<file path="src/rtl/dpram_rd_ctrl.sv">
// Reads Len bytes from a dual-port RAM read port and hands them one at a time to a UART byte transmitter.
// Optional Tx_done watchdog is enabled by defining DPRAM_RD_TIMEOUT_EN.
module dpram_rd_ctrl #(
    parameter int ADDR_W      = 8,
    parameter int RD_LAT      = 2,
    parameter int TIMEOUT_CYC = 1_000_000
) (
    input  logic              Clk,
    input  logic              Rst,
    input  logic              Start,
    input  logic [ADDR_W:0]   Len,
    output logic [ADDR_W-1:0] Rd_addr,
    input  logic [7:0]        Rd_data,
    output logic              Tx_en,
    output logic [7:0]        Tx_data,
    input  logic              Tx_done,
    output logic              Busy,
    output logic              Done,
    output logic              Err
);

    if (RD_LAT < 1 || RD_LAT > 3 || TIMEOUT_CYC < 1) begin : g_param_check
        $error("dpram_rd_ctrl: RD_LAT must be 1..3 and TIMEOUT_CYC at least 1");
    end

    typedef enum logic [2:0] {IDLE, RD_WAIT, SEND, TX_WAIT, NEXT} state_t;

    localparam logic [1:0]        WAIT_LAST = 2'(RD_LAT - 1);
    localparam logic [ADDR_W:0]   CNT_ONE   = (ADDR_W + 1)'(1);
    localparam logic [ADDR_W-1:0] ADDR_ONE  = ADDR_W'(1);

    state_t            state;
    state_t            state_n;
    logic [1:0]        wait_cnt;
    logic [ADDR_W:0]   byte_cnt;
    logic [ADDR_W:0]   len_q;
    logic              start_acc;
    logic              busy_n;
    logic              tx_en_n;
    logic              done_n;

`ifdef DPRAM_RD_TIMEOUT_EN
    localparam int            WD_W    = $clog2(TIMEOUT_CYC + 1);
    localparam logic [WD_W-1:0] WD_LAST = WD_W'(TIMEOUT_CYC - 1);
    localparam logic [WD_W-1:0] WD_ONE  = WD_W'(1);

    logic [WD_W-1:0] wd_cnt;
    logic            err_n;
`endif

    always_ff @(posedge Clk) begin
        if (Rst) begin
            state <= IDLE;
        end else begin
            state <= state_n;
        end
    end

    always_comb begin
        state_n   = state;
        busy_n    = Busy;
        tx_en_n   = 1'b0;
        done_n    = 1'b0;
        start_acc = 1'b0;
`ifdef DPRAM_RD_TIMEOUT_EN
        err_n     = 1'b0;
`endif
        case (state)
            IDLE: begin
                if (Start) begin
                    if (Len == '0) begin
                        done_n = 1'b1;
                    end else begin
                        start_acc = 1'b1;
                        busy_n    = 1'b1;
                        state_n   = RD_WAIT;
                    end
                end
            end
            RD_WAIT: begin
                if (wait_cnt == WAIT_LAST) state_n = SEND;
            end
            SEND: begin
                tx_en_n = 1'b1;
                state_n = TX_WAIT;
            end
            TX_WAIT: begin
                // Tx_en is high on the first TX_WAIT cycle; a Tx_done then belongs to nothing we sent
                if (Tx_done && !Tx_en) begin
                    state_n = NEXT;
                end
`ifdef DPRAM_RD_TIMEOUT_EN
                else if (wd_cnt == WD_LAST) begin
                    err_n   = 1'b1;
                    busy_n  = 1'b0;
                    state_n = IDLE;
                end
`endif
            end
            NEXT: begin
                if (byte_cnt + CNT_ONE == len_q) begin
                    done_n  = 1'b1;
                    busy_n  = 1'b0;
                    state_n = IDLE;
                end else begin
                    state_n = RD_WAIT;
                end
            end
            default: state_n = IDLE;
        endcase
    end

    always_ff @(posedge Clk) begin
        if (Rst) begin
            Rd_addr  <= '0;
            Tx_data  <= '0;
            Tx_en    <= 1'b0;
            Busy     <= 1'b0;
            Done     <= 1'b0;
            wait_cnt <= '0;
            byte_cnt <= '0;
            len_q    <= '0;
        end else begin
            Tx_en    <= tx_en_n;
            Busy     <= busy_n;
            Done     <= done_n;
            wait_cnt <= (state == RD_WAIT) ? wait_cnt + 2'd1 : 2'd0;
            if (start_acc) begin
                len_q    <= Len;
                byte_cnt <= '0;
                Rd_addr  <= '0;
            end
            // Capture on the SEND edge so Tx_data is valid together with Tx_en
            if (state == SEND) Tx_data <= Rd_data;
            // The last byte leaves Rd_addr alone so a full-depth transfer never wraps
            if (state == NEXT) begin
                byte_cnt <= byte_cnt + CNT_ONE;
                if (state_n == RD_WAIT) Rd_addr <= Rd_addr + ADDR_ONE;
            end
        end
    end

`ifdef DPRAM_RD_TIMEOUT_EN
    always_ff @(posedge Clk) begin
        if (Rst) begin
            wd_cnt <= '0;
            Err    <= 1'b0;
        end else begin
            wd_cnt <= (state == TX_WAIT) ? wd_cnt + WD_ONE : '0;
            Err    <= err_n;
        end
    end
`else
    assign Err = 1'b0;
`endif

endmodule
</file>
<file path="config.mk">
export PLATFORM = sky130hd
export DESIGN_NAME = dpram_rd_ctrl
export DESIGN_NICKNAME = d
export VERILOG_FILES = /design/src/rtl/dpram_rd_ctrl.sv
export SDC_FILE = /design/constraint.sdc
export NUM_CORES = 1
export LEC_CHECK = 0
export CORE_UTILIZATION = 30
export DETAILED_ROUTE_END_ITERATION = 7
export HOLD_SLACK_MARGIN = 0.05
export PLACE_DENSITY = 0.59
export SLEW_MARGIN = 20
export SYNTH_ARGS = -nofsm -noshare
export SYNTH_HDL_FRONTEND = slang
export SYNTH_SLANG_ARGS = --single-unit
</file>
<file path="constraint.sdc">
create_clock -name Clk -period 2.1 [get_ports Clk]
set_input_delay 0.42 -clock Clk [delete_from_list [all_inputs] [get_ports Clk]]
set_output_delay 0.42 -clock Clk [all_outputs]
set_load 0.005 [all_outputs]
</file>
==> insert_results.sql, run 1 <==
INSERT INTO impl_metrics (metric_group, metric, value, unit) VALUES
('outcome', 'status', 'finished clean', ''),
('sta', 'post-route-worst-setup-slack', '0.04155', 'ns'),
('detailed_routing', 'route.detailed.drc', '0', ''),
('floorplan', 'die_height', '87.53', 'um'),
('worst_hold_path', 'hold_path.class', 'input pin to register', ''),
('finish', 'multi_input_area', '0.001334', 'sq mm'),
('floorplan', 'die_x', '87.53', 'um'),
('sta', 'slew-limit-headroom', '63.22', '%'),
('finish', 'final_cell_count_no_fill', '410', ''),
('global_route', 'grt_pass1_wl', '9280', 'um'),
('setup_path', 'timing.critical_path.required', '2.30', 'ns'),
('logic_synthesis', 'syn-num-nets', '281', ''),
('detailed_routing', 'route.antenna.remaining_nets', '0', ''),
('sta', 'unrepaired_setup_endpoints_after_global_routing', 'true', ''),
('logic_synthesis', 'syn_area_per_cell', '8.539', 'sq um'),
('sta', 'period_utilization_post_route', '98.02', '%'),
('setup_path', 'rrSetupSlack', '0.04', 'ns'),
('global_route', 'grt_antenna_before_repair', '0', ''),
('clock_network', 'worst_setup_hold_path_clk_slew', '0.09', 'ns'),
('logic_synthesis', 'ys.flop_type', 'dfxtp_1', ''),
('logic_synthesis', 'synth.yosys.seq_area_share', '38.31', '%'),
('floorplan', 'initial_utilization', '31.60', '%'),
('detailed_routing', 'dr_total_vias', '2062', ''),
('placement', 'buffer_ports.inserted', '39', ''),
('sta', 'fmax', '0.4858', 'GHz'),
('logic_synthesis', 'mappedNetlistArea', '0.002195', 'sq mm'),
('setup_path', 'arr_time_crit_path', '2.26', 'ns'),
('power', 'vdd_ir_drop_max', '0.3130', 'mV'),
('sta', 'clock_skew', '0.007804', 'ns'),
('finish', 'num-nets-final', '337', ''),
('logic_synthesis', 'synth.lib_cells_used.distinct', '56', ''),
('global_route', 'met3_resource_use_gr', '2.733', '%'),
('sta', 'finalWorstPathRequiredPeriod', '2.058', 'ns'),
('clock_network', 'cts_bufs_inserted', '5', ''),
('global_route', 'grt_start_max_net_pins', '24', ''),
('global_route', 'grt_use_total', '15.62', '%'),
('detailed_routing', 'count_of_tritonroute_iterations_in_the_first_routing_pass', '4', ''),
('global_route', 'met2_demand_to_capacity_share_in_global_routing', '26.78', '%'),
('clock_network', 'htree_levels', '2', ''),
('placement', 'globalplace.congestion', '0.7756', ''),
('setup_path', 'timing_worst_setup_path_type', 'register to register', ''),
('sta', 'slew_viol_final', '0', ''),
('setup_path', 'critPathCaptureType', 'register', ''),
('run', 'cap_viol_max_count', '0', ''),
('sta', 'report.final.setup_viol', '0', ''),
('setup_path', 'critPathLaunchType', 'register', ''),
('power', 'power_density', '565.6', 'mW/mm^2'),
('sta', 'final.setup.tns', '0', 'ns'),
('global_route', 'grt_overflow', '0', ''),
('logic_synthesis', 'ys_warn_count', '0', ''),
('clock_network', 'clock_latency_on_the_worst_skew_pair', '0.30', 'ns'),
('clock_network', 'cts_tree', 'built', ''),
('finish', 'diodes', '0', ''),
('placement', 'hpwlAfterDp', '4045', 'um'),
('clock_network', 'clock_sinks', '42', ''),
('placement', 'post-place-ws', '-0.5628', 'ns'),
('clock_network', 'clock-root-buffer', 'clkbuf_8', ''),
('global_route', 'grt_pass1_vias', '2004', ''),
('detailed_routing', 'finalWirelength', '5607', 'um'),
('logic_synthesis', 'ys_ff_latch', '42', ''),
('finish', 'final_layout_size_suffix_gt1_share', '19.11', '%'),
('floorplan', 'rows', '30', ''),
('floorplan', 'ios', '41', ''),
('logic_synthesis', 'syn-instance-count', '257', ''),
('setup_path', 'worstPathMaxFanout', '8', ''),
('floorplan', 'fp.coreArea', '0.006944', 'sq mm'),
('global_route', 'global_route.usage.met1', '19.27', '%'),
('floorplan', 'die-area', '0.007662', 'sq mm'),
('global_route', 'top_usage_layer', 'met2', ''),
('power', 'cellLeakagePower', '1.082', 'nW'),
('detailed_routing', 'drt_iter0_drc', '89', ''),
('sta', 'final-hold-violation-count', '0', ''),
('finish', 'register_area', '845.8', 'sq um'),
('clock_network', 'hold_buffers', '0', ''),
('logic_synthesis', 'synth_edf_count', '0', ''),
('finish', 'fillers', '715', ''),
('clock_network', 'ctsLongestPathBuffers', '2', ''),
('sta', 'worst_pin_slew', '0.5499', 'ns'),
('finish', 'flow.area_growth_from_synthesis', '37.97', '%'),
('logic_synthesis', 'synth_async_sr_flop_share', '0', '%'),
('detailed_routing', 'routed_via_density', '5.029', ''),
('detailed_routing', 'drt-wirelength-per-cell', '13.68', 'um'),
('placement', 'numPlacedInstances', '402', '');
## worst paths after layout
| path | startpoint | to | cells after the start |
|---|---|---|---|
| max reg2reg | byte_cnt[0] | Rd_addr[7] | 8 |
| min | Len[3] | len_q[3] | 3 |
| min reg2reg | wait_cnt[0] | wait_cnt[0] | 1 |
| max | byte_cnt[0] | Rd_addr[7] | 8 |
## where the power goes
group / switching [W] / internal, W
registers: 0.0000217 / 0.000818
clock network: 0.000296 / 0.000354
logic: 0.000108 / 0.000115
## kinds of logic after synthesis
group / Yosys count / share of synthesized area (%)
flip-flops: 42 / 38.31
buffers and inverters: 21 / 4.446
multiplexers: 8 / 3.649
other: 1 / 0.1709
AND/OR/NAND/NOR: 111 / 27.71
AO/OA/AOI/OAI: 62 / 19.73
XOR/XNOR: 9 / 4.275
adder cells (fa/ha/maj): 3 / 1.711
## routing by layer
layer  up-vias  routed length (um)
met5         -                   0
met4         0                 118
met3        10                 177
met2        37                2702
met1       976                2609
li1       1039                   -
## synth_stat cells, drive strengths merged, types with 3 or more instances
cell type,number,area (sq um)
and2,4,25.03
a22oi,3,22.52
ha,3,37.54
and4,3,28.78
and3,5,31.28
nor4b,3,32.53
a31oi,3,18.77
mux2i,8,80.08
nand2b,7,43.79
clkbuf,9,33.78
xnor2,4,35.03
dfxtp,42,840.8
or3,3,18.77
buf,8,48.79
a21oi,21,105.1
nand3b,4,30.03
nand2,24,90.09
nor4,6,43.79
nor3,4,20.02
inv,4,15.01
o21ai,19,106.4
xor2,4,35.03
nor2,27,108.9
nand3,10,50.05
## final cells by class
cell class | instances | share of cell area, %
clock buffer | 5 | 2.273
clock inverter | 3 | 1.488
inverter | 4 | 0.4959
multi-input combinational | 194 | 44.05
sequential | 42 | 27.93
tap | 96 | 3.967
timing repair buffer | 66 | 19.79
## through the flow
step | total power, W | hold slack (ns) | area, sq um | util, %
floorplan | 0.0009662 | 0.4072 | 2196 | -
global placement | 0.001071 | 0.4145 | 2831 | 40.77
detailed placement | 0.001075 | 0.4348 | 2831 | 40.77
CTS | 0.001729 | 0.4469 | 3004 | 43.26
global route | 0.001780 | 0.4527 | 3028 | 43.60
finish | 0.001713 | 0.4325 | 3028 | 43.60
## worst max-delay path, stage by stage, from the launching register on
cell and delay [ns]:
dfxtp_2 0.36, ha_4 0.19, xor3_1 0.25, nor3_2 0.14, o2111ai_2 0.17, a311oi_4 0.34
buf_6 0.18, o21ai_4 0.10, o311ai_2 0.24
## sequential cells by signal (all words and copies together) (netlist names), 2 cells and up
register,cells
len_q,9
wait_cnt,2
Rd_addr,8
state,3
Tx_data,8
byte_cnt,9
## cells in the final DEF, fill, tap and decap left out, drive strengths merged, types with 3 or more instances in the layout
master	count
a21oi	21
a22oi	3
a31oi	3
and2	4
and3	5
and4	3
buf	27
clkbuf	5
clkdlybuf4s50	35
dfxtp	42
ha	3
inv	4
mux2i	8
nand2	24
nand2b	7
nand3	10
nand3b	4
nor2	27
nor3	4
nor4	6
nor4b	3
o21ai	19
or3	3
xnor2	4
xor2	4
## repair_timing
action	4_1_cts	5_1_grt
buffers inserted	0	0
endpoints found under the setup margin	29	28
endpoints found under the hold margin	0	0
pin swaps	6	9
resized for setup	20	8
(Power assumes the default switching activity.)
==> inputs of run 2 (changes only) <==
--- a/config.mk
+++ b/config.mk
@@ -8,7 +8,7 @@
 export CORE_UTILIZATION = 30
 export DETAILED_ROUTE_END_ITERATION = 7
 export HOLD_SLACK_MARGIN = 0.05
-export PLACE_DENSITY = 0.59
+export PLACE_DENSITY = 0.57
 export SLEW_MARGIN = 20
 export SYNTH_ARGS = -nofsm -noshare
 export SYNTH_HDL_FRONTEND = slang
==> constraint.sdc (replaced) <==
create_clock -name Clk -period 2.66 [get_ports Clk]
set_input_delay 0.532 -clock Clk [delete_from_list [all_inputs] [get_ports Clk]]
set_output_delay 0.532 -clock Clk [all_outputs]
set_load 0.005 [all_outputs]
==> run 2 against run 1 <==
Effect of this change:
- cell count down 3.9%
- critical path type is now input pin to register
- cell area down 6.3%
- largest cell class unchanged
- critical endpoint is now byte_cnt[3]
- global-route usage down 0.74 points
==> insert_results.sql, run 2 (same netlist as run 1, synthesis figures left out) <==
INSERT INTO impl_metrics (metric_group, metric, value, unit) VALUES
('outcome', 'status', 'finished clean', ''),
('clock_network', 'htree_levels', '2', ''),
('worst_hold_path', 'min_path_cells', '1', ''),
('finish', 'reg_top3', 'byte_cnt: 9 flops, len_q: 9 flops', ''),
('setup_path', 'critPathCaptureType', 'register', ''),
('finish', 'final_design_area_no_fill', '0.002838', 'sq mm'),
('setup_path', 'timing.critical_path.required', '2.88', 'ns'),
('sta', 'worst_hold_slack', '0.4295', 'ns'),
('finish', 'utilization', '40.86', '%'),
('setup_path', 'rrSetupSlack', '0.31', 'ns'),
('worst_hold_path', 'worst_hold_startpoint', 'wait_cnt[0]', ''),
('sta', 'final-hold-violation-count', '0', ''),
('floorplan', 'fp.coreArea', '0.006944', 'sq mm'),
('placement', 'buffer_ports.inserted', '39', ''),
('finish', 'leading_cell_type_in_the_layout_fill_and_taps_excluded', 'dfxtp_1', ''),
('clock_network', 'worst_setup_hold_path_clk_slew', '0.09', 'ns'),
('run', 'cap_viol_max_count', '0', ''),
('floorplan', 'die_height', '87.53', 'um'),
('detailed_routing', 'drt_iter0_drc', '84', ''),
('setup_path', 'worstPathMaxFanout', '8', ''),
('global_route', 'grt_overflow', '0', ''),
('global_route', 'grt_start_max_net_pins', '52', ''),
('clock_network', 'clock-root-buffer', 'clkbuf_8', ''),
('clock_network', 'cts_tree', 'built', ''),
('finish', 'final_layout_size_suffix_gt1_share', '9.732', '%'),
('floorplan', 'initial_utilization', '31.60', '%'),
('setup_path', 'critPathLaunchType', 'input pin', ''),
('global_route', 'grt_pass1_wl', '8963', 'um'),
('sta', 'clock_skew', '0.006990', 'ns'),
('clock_network', 'hold_buffers', '0', ''),
('setup_path', 'cp_cell_sequence', 'clkdlybuf4s50_1 > or4_1 > nor4_1 > and2b_1 > nor2_4 > o21ai_0 > a21oi_1', ''),
('setup_path', 'arr_time_crit_path', '2.64', 'ns'),
('placement', 'place_area', '0.002700', 'sq mm'),
('floorplan', 'die_x', '87.53', 'um'),
('detailed_routing', 'route.antenna.remaining_nets', '0', ''),
('clock_network', 'cts_bufs_inserted', '5', ''),
('sta', 'worst_pin_slew', '0.9217', 'ns'),
('finish', 'final_cell_mix', '42 x dfxtp_1, 38 x clkdlybuf4s50_1, 26 x nor2_1', ''),
('detailed_routing', 'route.detailed.drc', '0', ''),
('sta', 'slew-limit-headroom', '38.55', '%'),
('finish', 'diodes', '0', ''),
('setup_path', 'slowest_delay', '0.52', 'ns'),
('power', 'power_density', '505.7', 'mW/mm^2'),
('detailed_routing', 'finalWirelength', '5302', 'um'),
('detailed_routing', 'drt-wirelength-per-cell', '13.46', 'um'),
('floorplan', 'rows', '30', ''),
('finish', 'flow.area_growth_from_synthesis', '29.30', '%'),
('setup_path', 'timing_worst_setup_path_type', 'input pin to register', ''),
('floorplan', 'ios', '41', ''),
('power', 'cellLeakagePower', '0.9881', 'nW'),
('sta', 'unrepaired_setup_endpoints_after_global_routing', 'false', ''),
('sta', 'fmax', '0.4130', 'GHz'),
('global_route', 'grt_pass1_vias', '1883', ''),
('power', 'vdd_ir_drop_max', '0.2105', 'mV'),
('clock_network', 'ctsLongestPathBuffers', '2', ''),
('worst_hold_path', 'hold_path.class', 'register to register', ''),
('detailed_routing', 'count_of_tritonroute_iterations_in_the_first_routing_pass', '4', ''),
('clock_network', 'post_cts_buffers', '0', ''),
('setup_path', 'timing.critical_path.to', 'byte_cnt[3]', ''),
('sta', 'slew_viol_final', '0', ''),
('clock_network', 'post_cts_resize_count', '0', ''),
('placement', 'globalplace.congestion', '0.7338', ''),
('global_route', 'grt_antenna_before_repair', '0', ''),
('finish', 'num-nets-final', '321', ''),
('setup_path', 'crit_path_start', 'Len[4]', ''),
('setup_path', 'reg_to_reg_start', 'byte_cnt[0]', ''),
('sta', 'period_utilization_post_route', '91.02', '%'),
('placement', 'hpwlAfterDp', '3616', 'um'),
('global_route', 'grt_use_total', '14.88', '%'),
('setup_path', 'rr_endpoint', 'Rd_addr[6]', ''),
('sta', 'report.final.setup_viol', '0', ''),
('clock_network', 'clock_latency_on_the_worst_skew_pair', '0.29', 'ns'),
('power', 'total_power', '0.001435', 'W'),
('setup_path', 'critical-path-slowest-cell', 'or4_1', ''),
('clock_network', 'clock_sinks', '42', ''),
('sta', 'finalWorstPathRequiredPeriod', '2.421', 'ns'),
('detailed_routing', 'routed_via_density', '4.980', ''),
('setup_path', 'worst-r2r-cell-count', '8', ''),
('detailed_routing', 'dr_total_vias', '1962', ''),
('floorplan', 'die-area', '0.007662', 'sq mm');
## run 2: changes by cell type in the layout (fill, tap and decap cells not counted), sizes merged
cell           before  now
clkinvlp            2    0
clkinv              0    1
buf                27   12
dlymetal6s2s        2    0
dlygate4sd2         2    0
clkdlybuf4s50      35   38
bufinv              1    2
## run 2: worst max-delay path, delay by kind of cell
kind | cells | cell delay, ns
AO/OA/AOI/OAI | 2 | 0.27
buffers and inverters | 1 | 0.45
AND/OR/NAND/NOR | 4 | 1.37
## run 2: how the worst min path moves through the flow
stage	endpoint	slack, ns
floorplan	wait_cnt[0]	0.41
global placement	wait_cnt[0]	0.42
detailed placement	wait_cnt[0]	0.42
CTS	wait_cnt[0]	0.43
global route	wait_cnt[0]	0.45
finish	wait_cnt[0]	0.43
## run 2: final cells by class
type / instances / area, sq um
multi-input cells: 194 / 1256
repair buffers: 50 / 467.9
well taps: 96 / 120.1
inverters: 4 / 15.01
fillers: 687 / 4106
clock buffers: 5 / 68.82
clock inverters: 3 / 68.82
flip-flops and latches: 42 / 840.8
## run 2: stage by stage
stage               instances  worst slack (ns)  TNS [ns]
finish                    394            0.2389         0
global route              394            0.1150         0
CTS                       394            0.2212         0
detailed placement        386          -0.07131   -0.4086
global placement          386           0.02630         0
floorplan                 257            0.4872         0
## run 2: report_power, final
group	internal (W)	switching, W
logic	0.0000790	0.0000779
registers	0.000646	0.0000165
clock network	0.000376	0.000239
total	0.00110	0.000334
## run 2: layer usage
layer	up-vias	track usage [%]	wire length, um
li1	1003	-	-
met1	907	19.49	2546
met2	50	24.36	2434
met3	2	3.487	280
met4	0	4.471	41
met5	-	0	0
